==> src/rtl/maze_move_ctrl.sv <==
// maze_move_ctrl: frame-paced player movement with wall lookup over a shared maze RAM port.
// Build option MAZE_WRAP_EN: off-edge moves wrap to the opposite side instead of bumping.
module maze_move_ctrl #(
    parameter int MAZE_W   = 20,
    parameter int MAZE_H   = 15,
    parameter int X_W      = 5,
    parameter int Y_W      = 4,
    parameter int A_W      = 9,
    parameter int START_X  = 1,
    parameter int START_Y  = 1,
    parameter int GOAL_X   = 18,
    parameter int GOAL_Y   = 13,
    parameter int MOVE_DIV = 2
) (
    input  logic           MAX10_CLK1_50,
    input  logic           rst_n,
    input  logic           frame_tick,
    input  logic [3:0]     dir,
    output logic           mem_req,
    input  logic           mem_gnt,
    output logic [A_W-1:0] mem_addr,
    input  logic           mem_rvalid,
    input  logic           mem_rdata,
    output logic [X_W-1:0] pos_x,
    output logic [Y_W-1:0] pos_y,
    output logic           busy,
    output logic           bump,
    output logic           goal,
    output logic           overrun
);
    typedef enum logic [1:0] {IDLE, CHECK, REQ, WAIT} state_t;

    localparam int C_W = (MOVE_DIV > 1) ? $clog2(MOVE_DIV) : 1;
    localparam logic [C_W-1:0] DIV_LAST = C_W'(MOVE_DIV - 1);
    localparam logic [C_W-1:0] C_ONE    = C_W'(1);
    localparam logic [X_W:0]   X_ONE    = (X_W+1)'(1);
    localparam logic [Y_W:0]   Y_ONE    = (Y_W+1)'(1);
    localparam logic [X_W:0]   X_LIM    = (X_W+1)'(MAZE_W);
    localparam logic [Y_W:0]   Y_LIM    = (Y_W+1)'(MAZE_H);
    localparam logic [A_W-1:0] ROW      = A_W'(MAZE_W);

    state_t         state, state_nx;
    logic [C_W-1:0] cnt;
    logic [X_W:0]   tx_raw;
    logic [Y_W:0]   ty_raw;
    logic [X_W-1:0] tx, tgt_x;
    logic [Y_W-1:0] ty, tgt_y;
    logic           one_hot, x_out, y_out, oob, reject;

    // Target is one bit wider than the position so that 0-1 lands above the limit.
    always_comb begin
        one_hot = (dir != 4'd0) && ((dir & (dir - 4'd1)) == 4'd0);
        tx_raw  = dir[0] ? {1'b0, pos_x} + X_ONE : dir[1] ? {1'b0, pos_x} - X_ONE : {1'b0, pos_x};
        ty_raw  = dir[2] ? {1'b0, pos_y} + Y_ONE : dir[3] ? {1'b0, pos_y} - Y_ONE : {1'b0, pos_y};
        x_out   = tx_raw >= X_LIM;
        y_out   = ty_raw >= Y_LIM;
`ifdef MAZE_WRAP_EN
        tx      = x_out ? (dir[1] ? X_W'(MAZE_W - 1) : '0) : tx_raw[X_W-1:0];
        ty      = y_out ? (dir[3] ? Y_W'(MAZE_H - 1) : '0) : ty_raw[Y_W-1:0];
        oob     = 1'b0;
`else
        tx      = tx_raw[X_W-1:0];
        ty      = ty_raw[Y_W-1:0];
        oob     = x_out | y_out;
`endif
        reject  = !one_hot || goal || oob;
    end

    always_comb begin
        state_nx = state;
        unique case (state)
            IDLE:  state_nx = (frame_tick && cnt == DIV_LAST) ? CHECK : IDLE;
            CHECK: state_nx = reject ? IDLE : REQ;
            REQ:   state_nx = mem_gnt ? WAIT : REQ;
            WAIT:  state_nx = mem_rvalid ? IDLE : WAIT;
        endcase
    end

    assign busy    = state != IDLE;
    assign mem_req = state == REQ;

    always_ff @(posedge MAX10_CLK1_50 or negedge rst_n) begin
        if (!rst_n) begin
            state    <= IDLE;
            cnt      <= '0;
            pos_x    <= X_W'(START_X);
            pos_y    <= Y_W'(START_Y);
            tgt_x    <= '0;
            tgt_y    <= '0;
            mem_addr <= '0;
            bump     <= 1'b0;
            goal     <= 1'b0;
            overrun  <= 1'b0;
        end else begin
            state   <= state_nx;
            bump    <= (state == CHECK && one_hot && !goal && oob) ||
                       (state == WAIT && mem_rvalid && mem_rdata);
            goal    <= goal || (pos_x == X_W'(GOAL_X) && pos_y == Y_W'(GOAL_Y));
            overrun <= overrun || (frame_tick && state != IDLE);
            if (state == IDLE && frame_tick)
                cnt <= (cnt == DIV_LAST) ? '0 : cnt + C_ONE;
            if (state == CHECK) begin
                tgt_x    <= tx;
                tgt_y    <= ty;
                mem_addr <= A_W'(ty) * ROW + A_W'(tx);
            end
            if (state == WAIT && mem_rvalid && !mem_rdata) begin
                pos_x <= tgt_x;
                pos_y <= tgt_y;
            end
        end
    end
endmodule

==> config.mk <==
export PLATFORM = sky130hd
export DESIGN_NAME = maze_move_ctrl
export DESIGN_NICKNAME = d
export VERILOG_FILES = /design/src/rtl/maze_move_ctrl.sv
export SDC_FILE = /design/constraint.sdc
export NUM_CORES = 1
export LEC_CHECK = 0
export BUFFER_PORTS_ARGS = -buffer_cell sky130_fd_sc_hd__buf_2
export CORE_MARGIN = 4
export CORE_UTILIZATION = 45
export CTS_CLUSTER_DIAMETER = 50
export DETAILED_ROUTE_END_ITERATION = 7
export PLACE_DENSITY = 0.73
export REMOVE_ABC_BUFFERS = 1
export SYNTH_ARGS = -nofsm -noshare
export SYNTH_HDL_FRONTEND = slang
export SYNTH_SLANG_ARGS = --single-unit
==> constraint.sdc <==
create_clock -name MAX10_CLK1_50 -period 4.25 [get_ports MAX10_CLK1_50]
set_clock_uncertainty 0.1 [all_clocks]
set_input_delay 0.6375 -clock MAX10_CLK1_50 [delete_from_list [all_inputs] [get_ports MAX10_CLK1_50]]
set_output_delay 0.6375 -clock MAX10_CLK1_50 [all_outputs]
set_load 0.01 [all_outputs]
# ---- Yosys cells after proc, flatten, opt, wreduce, memory -nomap -nowiden
# Index checks and enable logic that the tools add are counted.
dict set report classes {
  mux 10
  n_bitwise 2
  order_cmp 2
  n_reduce_logical 23
  multipliers 1
  n_eq_ne 5
  n_addsub 7
}
# op count
set op_table {}
lappend op_table {{$mux 6} 2}
lappend op_table {{$logic_and 1x1->1} 11}
lappend op_table {{$mux 5} 2}
lappend op_table {{$add 9x5->9} 1}
lappend op_table {{$pmux 2 s4} 1}
lappend op_table {{$mul 4x3->7 const B} 1}
lappend op_table {{$add 5x1->6 const B} 1}
lappend op_table {{$ge 6x5->1 const B} 1}
lappend op_table {{$sub 5x1->6 const B} 1}
lappend op_table {{$add 4x1->5 const B} 1}
lappend op_table {{$eq 5x5->1 const B} 1}
lappend op_table {{$ge 5x4->1 const B} 1}
lappend op_table {{$logic_or 1x1->1} 5}
lappend op_table {{$sub 4x1->5 const B} 1}
lappend op_table {{$and 4x4->4} 1}
lappend op_table {{$eq 2x2->1 const B} 2}
lappend op_table {{$eq 4x4->1 const B} 1}
lappend op_table {{$logic_not 4->1} 1}
lappend op_table {{$mux 2} 2}
lappend op_table {{$reduce_bool 4->1} 1}
lappend op_table {{$sub 4x1->4 const B} 1}
lappend op_table {{$logic_not 1->1} 3}
lappend op_table {{$mux 1} 3}
lappend op_table {{$eq 2x1->1 const B} 1}
lappend op_table {{other kinds (4)} 4}
dict set report word_totals {
  out_inout_bits 23
  reg_bits 33
}

# ---- Depth between registers and ports, before layout
# Gate-level depths: netlist (run 1).
dict set report logic_depth {
  depth_word 9
  mapped_depth 13
  mapped_depth_nobuf 13
}

# ---- Worst setup path after synthesis (run 1)
# No wires, ideal clock.
dict set report synth_timing {
  kind {reg-to-reg}
  from {register pos_y[0]}
  to {register mem_addr[8]}
  path_stages_with_launch 12
  arrival_time_ns 3.174
  path_buffers 0
  path_slack_ns 0.839
  period_less_slack_ns 3.411
  path_cell_list {dfstp_2 inv_1 ha_1 a221oi_1 inv_1 ha_1 ha_1 inv_1 fa_1 or2_2 a32oi_1 o31ai_1}
}
dict set report synth_via {
  elab_chain_len 5
  elab_cells_between_ends 6
  cone_classes {add/sub (3); mul (1); mux (2)}
}
# element line_no
set synth_lines {}
lappend synth_lines {{start: declaration} 25} ;# output logic [Y_W-1:0] pos_y,
lappend synth_lines {{start signal: assignment} 87} ;# pos_y <= Y_W'(START_Y);
lappend synth_lines {{start signal: assignment} 109} ;# pos_y <= tgt_y;
lappend synth_lines {{$sub 4x1->5} 54} ;# ty_raw = dir[2] ? {1'b0, pos_y} + Y_ONE : dir[3] ? {1'b0, pos_y} - Y_ONE : {1'b0, pos_y};
lappend synth_lines {{$mux 5} 54}
lappend synth_lines {{$mux 5 *} 54}
lappend synth_lines {{via ty_raw[1]} 45} ;# logic [Y_W:0] ty_raw;
lappend synth_lines {{$mul 4x3->7 *} 105} ;# mem_addr <= A_W'(ty) * ROW + A_W'(tx);
lappend synth_lines {{$add 9x5->9 *} 105}
lappend synth_lines {{end signal: assignment} 105}
lappend synth_lines {{end: declaration} 21} ;# output logic [A_W-1:0] mem_addr,
# The timed path passes the listed nets; every way through them passes the cells marked *.
# A chain may end at the register's enable or synchronous reset.

# ---- Worst setup path in the final report (run 1)
# Ends and elaborated chain as after synthesis.

==> impl_metrics.py, run 1 <==
metrics = {
    "outcome": {
        "run_status": "completed",
    },
    "synth": {
        "synth_top_cell_by_area": "sky130_fd_sc_hd__dfrtp_1",
        "yosysUniqueCellTypes": 54,
        "synth_seq_cells": 31,
        "netlist_instances": 204,
        "ys_seq_area_share_pct": 38.7,
        "yosys-top-cells-count": "sky130_fd_sc_hd__dfrtp_1 (29), sky130_fd_sc_hd__nand2_1 (21), sky130_fd_sc_hd__inv_1 (14), sky130_fd_sc_hd__ha_1 (13), sky130_fd_sc_hd__o21ai_1 (12)",
        "synth_enable_flop_cells": 0,
        "synth_async_sr_flop_share_pct": 100,
        "yosys_warn_count": 0,
        "yosys-top-cells-area": "sky130_fd_sc_hd__dfrtp_1 (36%), sky130_fd_sc_hd__ha_1 (8.1%), sky130_fd_sc_hd__mux2_1 (5.0%)",
        "synth-main-ff-cell": "sky130_fd_sc_hd__dfrtp_1",
        "synth.cell_area_mm2": 0.00201,
        "synth_most_common_cell": "sky130_fd_sc_hd__dfrtp_1",
        "post_synth.cell_area_avg_um2": 9.86,
        "yosys.area.top_type_share_pct": 36.1,
    },
    "clocking": {
        "clkSinkCount": 31,
        "cts_inserted_buffers": 5,
        "clk_latency_ps": 290,
        "post-cts-setup-buffers": 0,
        "htreeDepth": 2,
        "ctsRootBufferMaster": "sky130_fd_sc_hd__clkbuf_8",
        "post_cts_resize_count": 0,
        "cts_hold_buffers": 0,
        "cts_tree": "built",
        "clkSlewWorstSetupHoldPaths_ps": 70,
        "clockBufferDepth": 2,
    },
    "drt": {
        "avgRoutedWirePerCell_um": 14.5,
        "final_antenna_net_count": 0,
        "routed-via-count": 1556,
        "drtIter0Drc": 86,
        "drt_pass1_iterations": 4,
        "detail_route.drc_violations": 0,
        "vias_per_cell": 5.48,
        "final_wl_um": 4130,
    },
    "setup_path": {
        "crit_arrival_ps": 3660,
        "crit_path_launch_type": "flip-flop",
        "crit_path_cell_trace": "inv_1 -> ha_1 -> a221oi_1 -> inv_1 -> ha_1 -> ha_1 -> inv_1 -> fa_1 -> or2_2 -> a32oi_1 -> o31ai_1",
        "worst-setup-path-type": "flip-flop to flip-flop",
        "worstPathBufferInverterCount": 3,
        "crit_path_max_incr_delay_ps": 610,
        "critical-path-top-delay-family": "adder cells",
        "critPathMaxFanout": 9,
        "slowest_stage": "sky130_fd_sc_hd__dfstp_2",
        "worst_ep_required_time_ps": 4310,
        "worstSetupEndpointType": "flip-flop",
    },
    "flow_run": {
        "max_cap_viol": 0,
    },
    "floorplan": {
        "design.core.area_mm2": 0.00435,
        "die_height_um": 74.9,
        "initial_utilization_pct": 46.2,
        "fp.dieArea_mm2": 0.00560,
        "std_cell_rows": 24,
        "ioPinCount": 33,
        "chipWidth_um": 74.9,
    },
    "timing": {
        "holdWs_ps": 294,
        "maxSlewViolCount": 0,
        "setup_repair_after_global_routing_missed_its_margin": "false",
        "report.final.hold_viol_count": 0,
        "max-slew-margin-rel_pct": 52.8,
        "worst_slew_pin_slew_ps": 707,
        "setup_viol": 0,
        "finalSetupTns_ps": 0,
        "setup_slack_ps": 648,
        "max_clock_freq_mhz": 278,
        "timing.final.crit_period_ps": 3600,
        "fin_crit_sh_pct": 84.7,
    },
    "global_route": {
        "grt_remaining_overflow": 0,
        "first_pass_grt_wire_length_um": 6970,
        "via_count_of_the_first_global_routing_pass": 1495,
        "grt_start_max_net_pins": 32,
        "number_of_antenna_violations_at_the_first_check_in_global_routing": 0,
        "grtUsageTotal_pct": 16.4,
    },
    "min_path": {
        "worst_hold_path_type": "input port to asynchronous set/reset pin",
    },
    "cells_and_area": {
        "post_route_cells_drive_above_1_share_pct": 22.0,
        "final_net_count": 256,
        "number_of_filler_instances_in_the_final_layout": 397,
        "flow.area_growth_from_synthesis_pct": 12.9,
        "antenna_cells_inserted": 0,
    },
    "power_and_ir_drop": {
        "power_density_mw_per_mm2": 719,
        "vdd_drop_max_mv": 0.328,
        "static-leakage-power_nw": 1.14,
    },
    "placement": {
        "io_buffer_count": 32,
        "routability_driven_placement_congestion_ratio": 0.880,
        "post-dp-hpwl_um": 3030,
        "place_worst_setup_slack_ps": 651,
    },
}
stage by stage:
step / util [%] / cell area [um2] / cells / total power, mW
2_1_floorplan: - / 1950 / 191 / 1.14
3_3_place_gp: 50.1 / 2180 / 276 / 1.38
3_5_place_dp: 50.1 / 2180 / 276 / 1.40
4_1_cts: 52.2 / 2270 / 284 / 1.65
5_1_grt: 52.2 / 2270 / 284 / 1.79
6_report: 52.2 / 2270 / 284 / 1.63
final timing paths:
check                               from          end  slack [ps]  cells after the start
worst max register to register  pos_y[0]  mem_addr[8]         650                     11
worst min-delay path               rst_n      overrun         290                      1
max in group asynchronous          rst_n  mem_addr[6]        3300                      1
min in group MAX10_CLK1_50       overrun      overrun         360                      1
worst max-delay path            pos_y[0]  mem_addr[8]         650                     11
worst min register to register   overrun      overrun         360                      1
cell families (layout without fill, tap and decap cells):
group | count (synthesis) | in the layout | share of synthesized area [%]
xor gates and xnor gates | 11 | 11 | 5.85
adders and majority gates | 15 | 15 | 10.1
buffers and inverters | 28 | 56 | 6.09
and+or+nand+nor | 59 | 59 | 15.3
muxes | 14 | 14 | 7.77
AOI/OAI and AO/OA | 46 | 46 | 16.2
DFF | 31 | 31 | 38.7
power breakdown:
part / total [mW] / internal, mW / switching, mW
sequential: 0.544 / 0.416 / 0.128
clock: 0.244 / 0.131 / 0.114
combinational: 0.844 / 0.383 / 0.461
area by class of cell:
cell class / count / area, um2 / area share [%]
Multi-Input combinational cell: 145 / 1110 / 48.9
Clock inverter: 1 / 5.00 / 0.220
Clock buffer: 7 / 86.3 / 3.80
Tap cell: 52 / 65.1 / 2.87
Timing Repair Buffer: 33 / 168 / 7.38
Sequential cell: 31 / 778 / 34.3
Inverter: 15 / 57.6 / 2.53
registers in the layout, indices dropped and copies added (netlist names):
signal / count
tgt_x: 3
mem_addr: 9
pos_x: 5
tgt_y: 4
bump: 1
overrun: 1
cnt: 1
pos_y: 4
goal: 1
state: 2
cell usage in the layout (no fill, tap or decap), types with 2 or more instances in the layout:
cell type and count:
sky130_fd_sc_hd__clkbuf_8 6, sky130_fd_sc_hd__dfstp_2 2, sky130_fd_sc_hd__mux2_2 4, sky130_fd_sc_hd__nor2b_1 3, sky130_fd_sc_hd__a21oi_1 6, sky130_fd_sc_hd__a211oi_1 4, sky130_fd_sc_hd__dfrtp_1 29, sky130_fd_sc_hd__a31oi_1 3
sky130_fd_sc_hd__a21o_1 3, sky130_fd_sc_hd__fa_1 2, sky130_fd_sc_hd__buf_2 32, sky130_fd_sc_hd__o31ai_1 3, sky130_fd_sc_hd__ha_1 13, sky130_fd_sc_hd__nand3b_1 2, sky130_fd_sc_hd__o21ai_1 12, sky130_fd_sc_hd__and2_1 2
sky130_fd_sc_hd__nor3_1 2, sky130_fd_sc_hd__mux2_1 9, sky130_fd_sc_hd__nand4_1 5, sky130_fd_sc_hd__o211ai_1 2, sky130_fd_sc_hd__and4_1 2, sky130_fd_sc_hd__nand2b_1 2, sky130_fd_sc_hd__or3_1 2, sky130_fd_sc_hd__clkinv_2 2
sky130_fd_sc_hd__inv_1 14, sky130_fd_sc_hd__nor3b_1 2, sky130_fd_sc_hd__xnor2_1 4, sky130_fd_sc_hd__xor2_1 5, sky130_fd_sc_hd__nor4b_1 2, sky130_fd_sc_hd__nor2_1 9, sky130_fd_sc_hd__nand2_1 21
worst reg2reg max path, delay by kind of cell (launching register included):
kind | cells | cell delay, ps
compound gates | 3 | 800
fa+ha+maj | 4 | 1330
buf+inv | 3 | 320
flops | 1 | 610
simple gates | 1 | 340
routing by layer:
layer,wire length (um),track usage [%],share of wire (%),up-vias
li1,-,-,-,774
met4,71,6.72,1.7,0
met1,1950,21.8,47,758
met2,1970,25.4,48,19
met3,134,4.27,3.2,5
met5,0,0,0,-
No activity file was read; power rests on OpenSTA's default activity.
==> run 2, diff against run 1 <==
clock period = 3.5 ns   (was 4.25 ns; I/O delays follow)
==> run 2 against run 1 <==
- count of clock-buffer cells in the layout increased by 1
- via count increased by 0.90%
- die area unchanged
- critical path depth unchanged
- non-clock buffer count increased by 3
- total power increased by 25%
- combinational power increased by 29%
- hold slack got worse by 98 ps
- sequential share of layout area decreased by 0.52 points
- final cell count increased by 1.1%
- critical path type unchanged
- largest cell class unchanged
- largest power group unchanged
- highest routed layer unchanged
==> impl_metrics.py, run 2 (same netlist as run 1, synthesis figures left out) <==
metrics = {
    "cells_and_area": {
        "number_of_filler_instances_in_the_final_layout": 400,
        "biggest_regs": "mem_addr x9, pos_x x5",
        "top_register": "mem_addr",
        "final_net_count": 259,
        "antenna_cells_inserted": 0,
        "post_layout_nonfiller_instances": 287,
        "layout_common_cells": "sky130_fd_sc_hd__buf_2 (32), sky130_fd_sc_hd__dfrtp_1 (28), sky130_fd_sc_hd__nand2_1 (21)",
        "final_common_cell": "sky130_fd_sc_hd__buf_2",
        "largest_reg_flops": 9,
        "post_route_cells_drive_above_1_share_pct": 23.8,
        "flow.area_growth_from_synthesis_pct": 14.8,
    },
    "global_route": {
        "grt_most_used_layer": "met2",
        "grt.met2_usage_pct": 26.6,
        "via_count_of_the_first_global_routing_pass": 1465,
        "first_pass_grt_wire_length_um": 6910,
        "grt_start_max_net_pins": 32,
        "number_of_antenna_violations_at_the_first_check_in_global_routing": 0,
        "groute.layer.met3.usage_pct": 4.14,
        "grtUsageTotal_pct": 16.2,
        "grt_remaining_overflow": 0,
        "met1_usage_pct": 20.6,
    },
    "setup_path": {
        "crit_path_cell_trace": "inv_1 -> ha_1 -> a221oi_2 -> inv_1 -> ha_1 -> ha_1 -> inv_1 -> fa_1 -> or2_2 -> a32oi_1 -> o31ai_1",
        "worstSetupEndpointType": "flip-flop",
        "worst-setup-path-type": "flip-flop to flip-flop",
        "slowest_stage": "sky130_fd_sc_hd__dfstp_2",
        "worst_ep_required_time_ps": 3550,
        "crit_path_max_incr_delay_ps": 530,
        "critPathMaxFanout": 4,
        "crit_arrival_ps": 3300,
        "crit_path_launch_type": "flip-flop",
    },
    "placement": {
        "routability_driven_placement_congestion_ratio": 0.829,
        "io_buffer_count": 32,
        "post-dp-hpwl_um": 3080,
        "placed_cells_incl_taps": 279,
        "place_worst_setup_slack_ps": 186,
    },
    "timing": {
        "holdWs_ps": 196,
        "setup_slack_ps": 241,
        "setup_repair_after_global_routing_missed_its_margin": "false",
        "max_clock_freq_mhz": 307,
        "report.final.hold_viol_count": 0,
        "maxSlewViolCount": 0,
        "fin_crit_sh_pct": 93.1,
        "timing.final.crit_period_ps": 3260,
        "setup_viol": 0,
        "worst_slew_pin_slew_ps": 712,
        "finalSetupTns_ps": 0,
        "max-slew-margin-rel_pct": 52.5,
    },
    "drt": {
        "final_antenna_net_count": 0,
        "vias_per_cell": 5.47,
        "final_wl_um": 4200,
        "avgRoutedWirePerCell_um": 14.6,
        "drt_pass1_iterations": 4,
        "detail_route.drc_violations": 0,
        "drtIter0Drc": 72,
        "routed-via-count": 1570,
    },
    "clocking": {
        "clkSlewWorstSetupHoldPaths_ps": 70,
        "clockBufferDepth": 2,
        "cts_tree": "built",
        "cts_inserted_buffers": 5,
        "ctsRootBufferMaster": "sky130_fd_sc_hd__clkbuf_8",
        "htreeDepth": 2,
        "clkSinkCount": 31,
        "post-cts-setup-buffers": 0,
        "clk_latency_ps": 280,
        "cts_hold_buffers": 0,
    },
    "power_and_ir_drop": {
        "power.share.clock_pct": 15.3,
        "static-leakage-power_nw": 1.15,
        "share_comb_of_total_power_pct": 53.3,
        "seqPwrFrac_pct": 31.4,
        "internal_power_mw": 1.17,
        "power_density_mw_per_mm2": 883,
        "swShare_pct": 42.5,
        "total_switching_power_mw": 0.868,
        "vdd_drop_max_mv": 0.485,
    },
    "floorplan": {
        "std_cell_rows": 24,
        "design.core.area_mm2": 0.00435,
        "initial_utilization_pct": 46.2,
        "chipWidth_um": 74.9,
        "fp.dieArea_mm2": 0.00560,
        "die_height_um": 74.9,
        "ioPinCount": 33,
    },
    "flow_run": {
        "max_cap_viol": 0,
    },
    "min_path": {
        "worst_hold_path_type": "input port to asynchronous set/reset pin",
    },
    "outcome": {
        "run_status": "completed",
    },
}
## run 2: changes by cell type in the layout (fill, tap and decap cells not counted)
cell	change
sky130_fd_sc_hd__dfrtp_2	+1
sky130_fd_sc_hd__buf_4	+3
sky130_fd_sc_hd__clkinv_2	-1
sky130_fd_sc_hd__a221oi_2	+1
sky130_fd_sc_hd__dfrtp_1	-1
sky130_fd_sc_hd__clkbuf_8	+1
sky130_fd_sc_hd__a221oi_1	-1
## run 2: what timing repair did
item / 4_1_cts / 5_1_grt
setup endpoints to repair: 0 / 2
endpoints found under the hold margin: 0 / 0
resized for setup: 0 / 2
## run 2: worst paths after layout
path,to,cells after the start,slack (ps),start
min,cnt,1,200,rst_n
max in group asynchronous,pos_y[1],1,2610,rst_n
min reg2reg,cnt,1,380,cnt
max reg2reg,mem_addr[8],11,240,pos_y[0]
min in group MAX10_CLK1_50,cnt,1,380,cnt
max,mem_addr[8],11,240,pos_y[0]
## run 2: routing by layer
| metal | wire (um) | vias to the layer above |
|---|---|---|
| met5 | 0 | - |
| met4 | 68 | 0 |
| met3 | 163 | 6 |
| met2 | 2050 | 30 |
| met1 | 1920 | 750 |
| li1 | - | 784 |
## run 2: metrics by stage
stage | power, mW | area, um2 | util [%]
6_report | 2.04 | 2310 | 53.0
5_1_grt | 2.21 | 2310 | 53.0
4_1_cts | 2.05 | 2300 | 52.9
3_5_place_dp | 1.72 | 2200 | 50.6
3_3_place_gp | 1.70 | 2200 | 50.6
2_1_floorplan | 1.38 | 1950 | -
## run 2: critical path, delay by kind of cell, from the launching register on
family	cells	cell delay, ps
fa+ha+maj	4	1320
simple gates	1	340
compound gates	3	590
buf+inv	3	240
flops	1	530
## run 2: cell type report
class | count | area [um2] | share of cell area, %
Timing Repair Buffer | 36 | 190 | 8.23
Inverter | 15 | 57.6 | 2.49
Clock buffer | 8 | 100 | 4.33
Tap cell | 52 | 65.1 | 2.82
Multi-Input combinational cell | 145 | 1120 | 48.4
Sequential cell | 31 | 779 | 33.7
## run 2: power by group through the flow
stage	Clock (mW)	Combinational, mW	Sequential (mW)
floorplan	0	0.708	0.674
global placement	0	1.06	0.638
detailed placement	0	1.08	0.645
CTS	0.320	1.10	0.639
global route	0.333	1.21	0.662
finish	0.312	1.09	0.641
==> run 3, diff against run 2 <==
--- a/config.mk
+++ b/config.mk
@@ -7,8 +7,9 @@
 export LEC_CHECK = 0
 export BUFFER_PORTS_ARGS = -buffer_cell sky130_fd_sc_hd__buf_2
-export CORE_MARGIN = 4
+export CORE_MARGIN = 2
 export CORE_UTILIZATION = 45
 export CTS_CLUSTER_DIAMETER = 50
 export DETAILED_ROUTE_END_ITERATION = 7
+export GPL_TIMING_DRIVEN = 0
 export PLACE_DENSITY = 0.73
 export REMOVE_ABC_BUFFERS = 1
==> constraint.sdc (replaced) <==
create_clock -name MAX10_CLK1_50 -period 3.5 [get_ports MAX10_CLK1_50]
set_clock_uncertainty 0.1 [all_clocks]
set_input_delay 0.35 -clock MAX10_CLK1_50 [delete_from_list [all_inputs] [get_ports MAX10_CLK1_50]]
set_output_delay 0.35 -clock MAX10_CLK1_50 [all_outputs]
set_load 0.01 [all_outputs]
==> run 3 against run 2 <==
- register-to-register slack lost 40 ps
- total power decreased by 0.15%
- setup slack worse by 43 ps
- clock power rose by 1%
- hold slack worse by 190 ps
- final cell count shrank 0.70%
- flip-flop and latch count stayed put
- combinational power is essentially flat
- sequential share of layout area is 0.24 points lower
- critical path depth unchanged
- core utilization grew 0.74 points
- die area down 10%
==> impl_metrics.py, run 3 (same netlist as run 1, synthesis figures left out) <==
metrics = {
    "floorplan": {
        "fp.dieArea_mm2": 0.00502,
        "die_height_um": 70.9,
        "design.core.area_mm2": 0.00432,
        "ioPinCount": 33,
        "chipWidth_um": 70.9,
        "initial_utilization_pct": 46.5,
        "std_cell_rows": 24,
    },
    "setup_path": {
        "worstPathBufferInverterCount": 3,
        "crit_arrival_ps": 3320,
        "crit_path_max_incr_delay_ps": 540,
        "slowest_stage": "sky130_fd_sc_hd__dfstp_2",
        "r2r_slack_ps": 200,
        "crit_path_launch_type": "flip-flop",
        "worst_ep_required_time_ps": 3520,
        "worstSetupEndpointType": "flip-flop",
        "critical-path-top-delay-family": "adder cells",
        "critical-path-top-cell-by-count": "sky130_fd_sc_hd__ha_1",
        "rr_worst_depth": 11,
        "crit-reg2reg-capture": "mem_addr[8]",
        "worst_r2r_startpoint": "pos_y[0]",
        "worst-setup-path-type": "flip-flop to flip-flop",
        "critPathMaxFanout": 8,
        "crit_path_cell_trace": "buf_4 -> nand4_1 -> o211ai_4 -> clkinv_2 -> ha_1 -> ha_1 -> inv_1 -> fa_1 -> or2_2 -> a32oi_2 -> o31ai_1",
    },
    "timing": {
        "maxSlewViolCount": 0,
        "setup_viol": 0,
        "max_clock_freq_mhz": 303,
        "timing.final.crit_period_ps": 3300,
        "worst_slew_pin_slew_ps": 1130,
        "setup_repair_after_global_routing_missed_its_margin": "false",
        "holdWs_ps": 6.09,
        "fin_crit_sh_pct": 94.4,
        "max-slew-margin-rel_pct": 24.7,
        "report.final.hold_viol_count": 0,
    },
    "drt": {
        "final_antenna_net_count": 0,
        "vias_per_cell": 5.48,
        "final_wl_um": 4030,
        "routed-via-count": 1561,
        "drtIter0Drc": 67,
        "detail_route.drc_violations": 0,
        "avgRoutedWirePerCell_um": 14.2,
        "drt_pass1_iterations": 4,
    },
    "clocking": {
        "htreeDepth": 2,
        "cts_tree": "built",
        "clk_latency_ps": 290,
        "cts_inserted_buffers": 5,
        "cts_hold_buffers": 0,
        "clockBufferDepth": 2,
        "clkSinkCount": 31,
        "clkSlewWorstSetupHoldPaths_ps": 70,
        "ctsRootBufferMaster": "sky130_fd_sc_hd__clkbuf_8",
    },
    "cells_and_area": {
        "layout_common_cells": "sky130_fd_sc_hd__buf_2 (32), sky130_fd_sc_hd__dfrtp_1 (28), sky130_fd_sc_hd__nand2_1 (21)",
        "post_layout_nonfiller_instances": 285,
        "largest_reg_flops": 9,
        "top_register": "mem_addr",
        "flow.area_growth_from_synthesis_pct": 15.6,
        "post_route_cells_drive_above_1_share_pct": 24.5,
        "final_util_pct": 53.8,
        "final_common_cell": "sky130_fd_sc_hd__buf_2",
        "biggest_regs": "mem_addr x9, pos_x x5",
        "final_net_count": 257,
        "antenna_cells_inserted": 0,
    },
    "placement": {
        "routability_driven_placement_congestion_ratio": 0.806,
        "post-dp-hpwl_um": 2840,
        "io_buffer_count": 32,
        "placed_cells_incl_taps": 275,
    },
    "global_route": {
        "first_pass_grt_wire_length_um": 7010,
        "grt_start_max_net_pins": 32,
        "grtUsageTotal_pct": 18.0,
        "via_count_of_the_first_global_routing_pass": 1499,
        "grt_remaining_overflow": 0,
        "number_of_antenna_violations_at_the_first_check_in_global_routing": 0,
    },
    "power_and_ir_drop": {
        "static-leakage-power_nw": 1.15,
        "vdd_drop_max_mv": 0.524,
        "power_density_mw_per_mm2": 876,
    },
    "min_path": {
        "worst_hold_path_type": "input port to asynchronous set/reset pin",
    },
    "flow_run": {
        "max_cap_viol": 0,
    },
    "outcome": {
        "run_status": "completed",
    },
}
==> run 3: cell count changes in the layout (fill, tap and decap cells not counted) <==
cell / before / now
sky130_fd_sc_hd__a221oi_2: 1 / 0
sky130_fd_sc_hd__inv_2: 0 / 1
sky130_fd_sc_hd__buf_4: 4 / 2
sky130_fd_sc_hd__a221oi_4: 0 / 1
sky130_fd_sc_hd__ha_1: 13 / 12
sky130_fd_sc_hd__ha_4: 0 / 1
sky130_fd_sc_hd__a32oi_1: 1 / 0
sky130_fd_sc_hd__a32oi_2: 0 / 1
sky130_fd_sc_hd__inv_1: 14 / 13
==> run 3: cell type report <==
class	instances	area (um2)
fillers	405	2000
clock buffers	8	100
repair buffers	34	175
well taps	52	65.1
multi-input cells	145	1150
inverters	15	57.6
flip-flops and latches	31	779
==> run 3: repair_timing <==
action                     in CTS  in global routing
setup buffers                   1                  1
setup endpoints to repair       3                  2
resized for setup               3                  3
==> run 3: layer usage <==
layer | wire length [um] | global-route usage [%] | up-vias
met4 | 84 | 8.39 | 0
li1 | - | - | 782
met2 | 1910 | 27.6 | 19
met3 | 127 | 4.84 | 7
met1 | 1910 | 23.9 | 753
met5 | 0 | 0 | -
==> run 3: worst max path at each step <==
stage | start | to | slack (ps) | cells past startpoint
5_1_grt | pos_y[0] | mem_addr[8] | 30 | 12
2_1_floorplan | pos_y[0] | mem_addr[8] | 60 | 11
6_report | pos_y[0] | mem_addr[8] | 200 | 11
3_5_place_dp | pos_y[0] | mem_addr[8] | -320 | 11
4_1_cts | pos_y[1] | mem_addr[8] | 80 | 12
3_3_place_gp | pos_y[0] | mem_addr[8] | -200 | 11
==> run 3: power breakdown <==
group          leakage (nW)  switching (mW)  total (mW)  internal, mW
sequential            0.389           0.144       0.650         0.506
combinational         0.706           0.578        1.07         0.493
clock                0.0515           0.137       0.316         0.179
total                  1.15           0.859        2.04          1.18
==> run 3: stage by stage <==
step / power, mW / setup slack [ps] / setup TNS, ps / instance area [um2]
3_5_place_dp: 1.68 / -316 / -571 / 2170
2_1_floorplan: 1.38 / 59.7 / 0 / 1950
6_report: 2.04 / 198 / 0 / 2330
4_1_cts: 2.05 / 80.3 / 0 / 2310
3_3_place_gp: 1.65 / -204 / -315 / 2170
5_1_grt: 2.23 / 26.9 / 0 / 2330
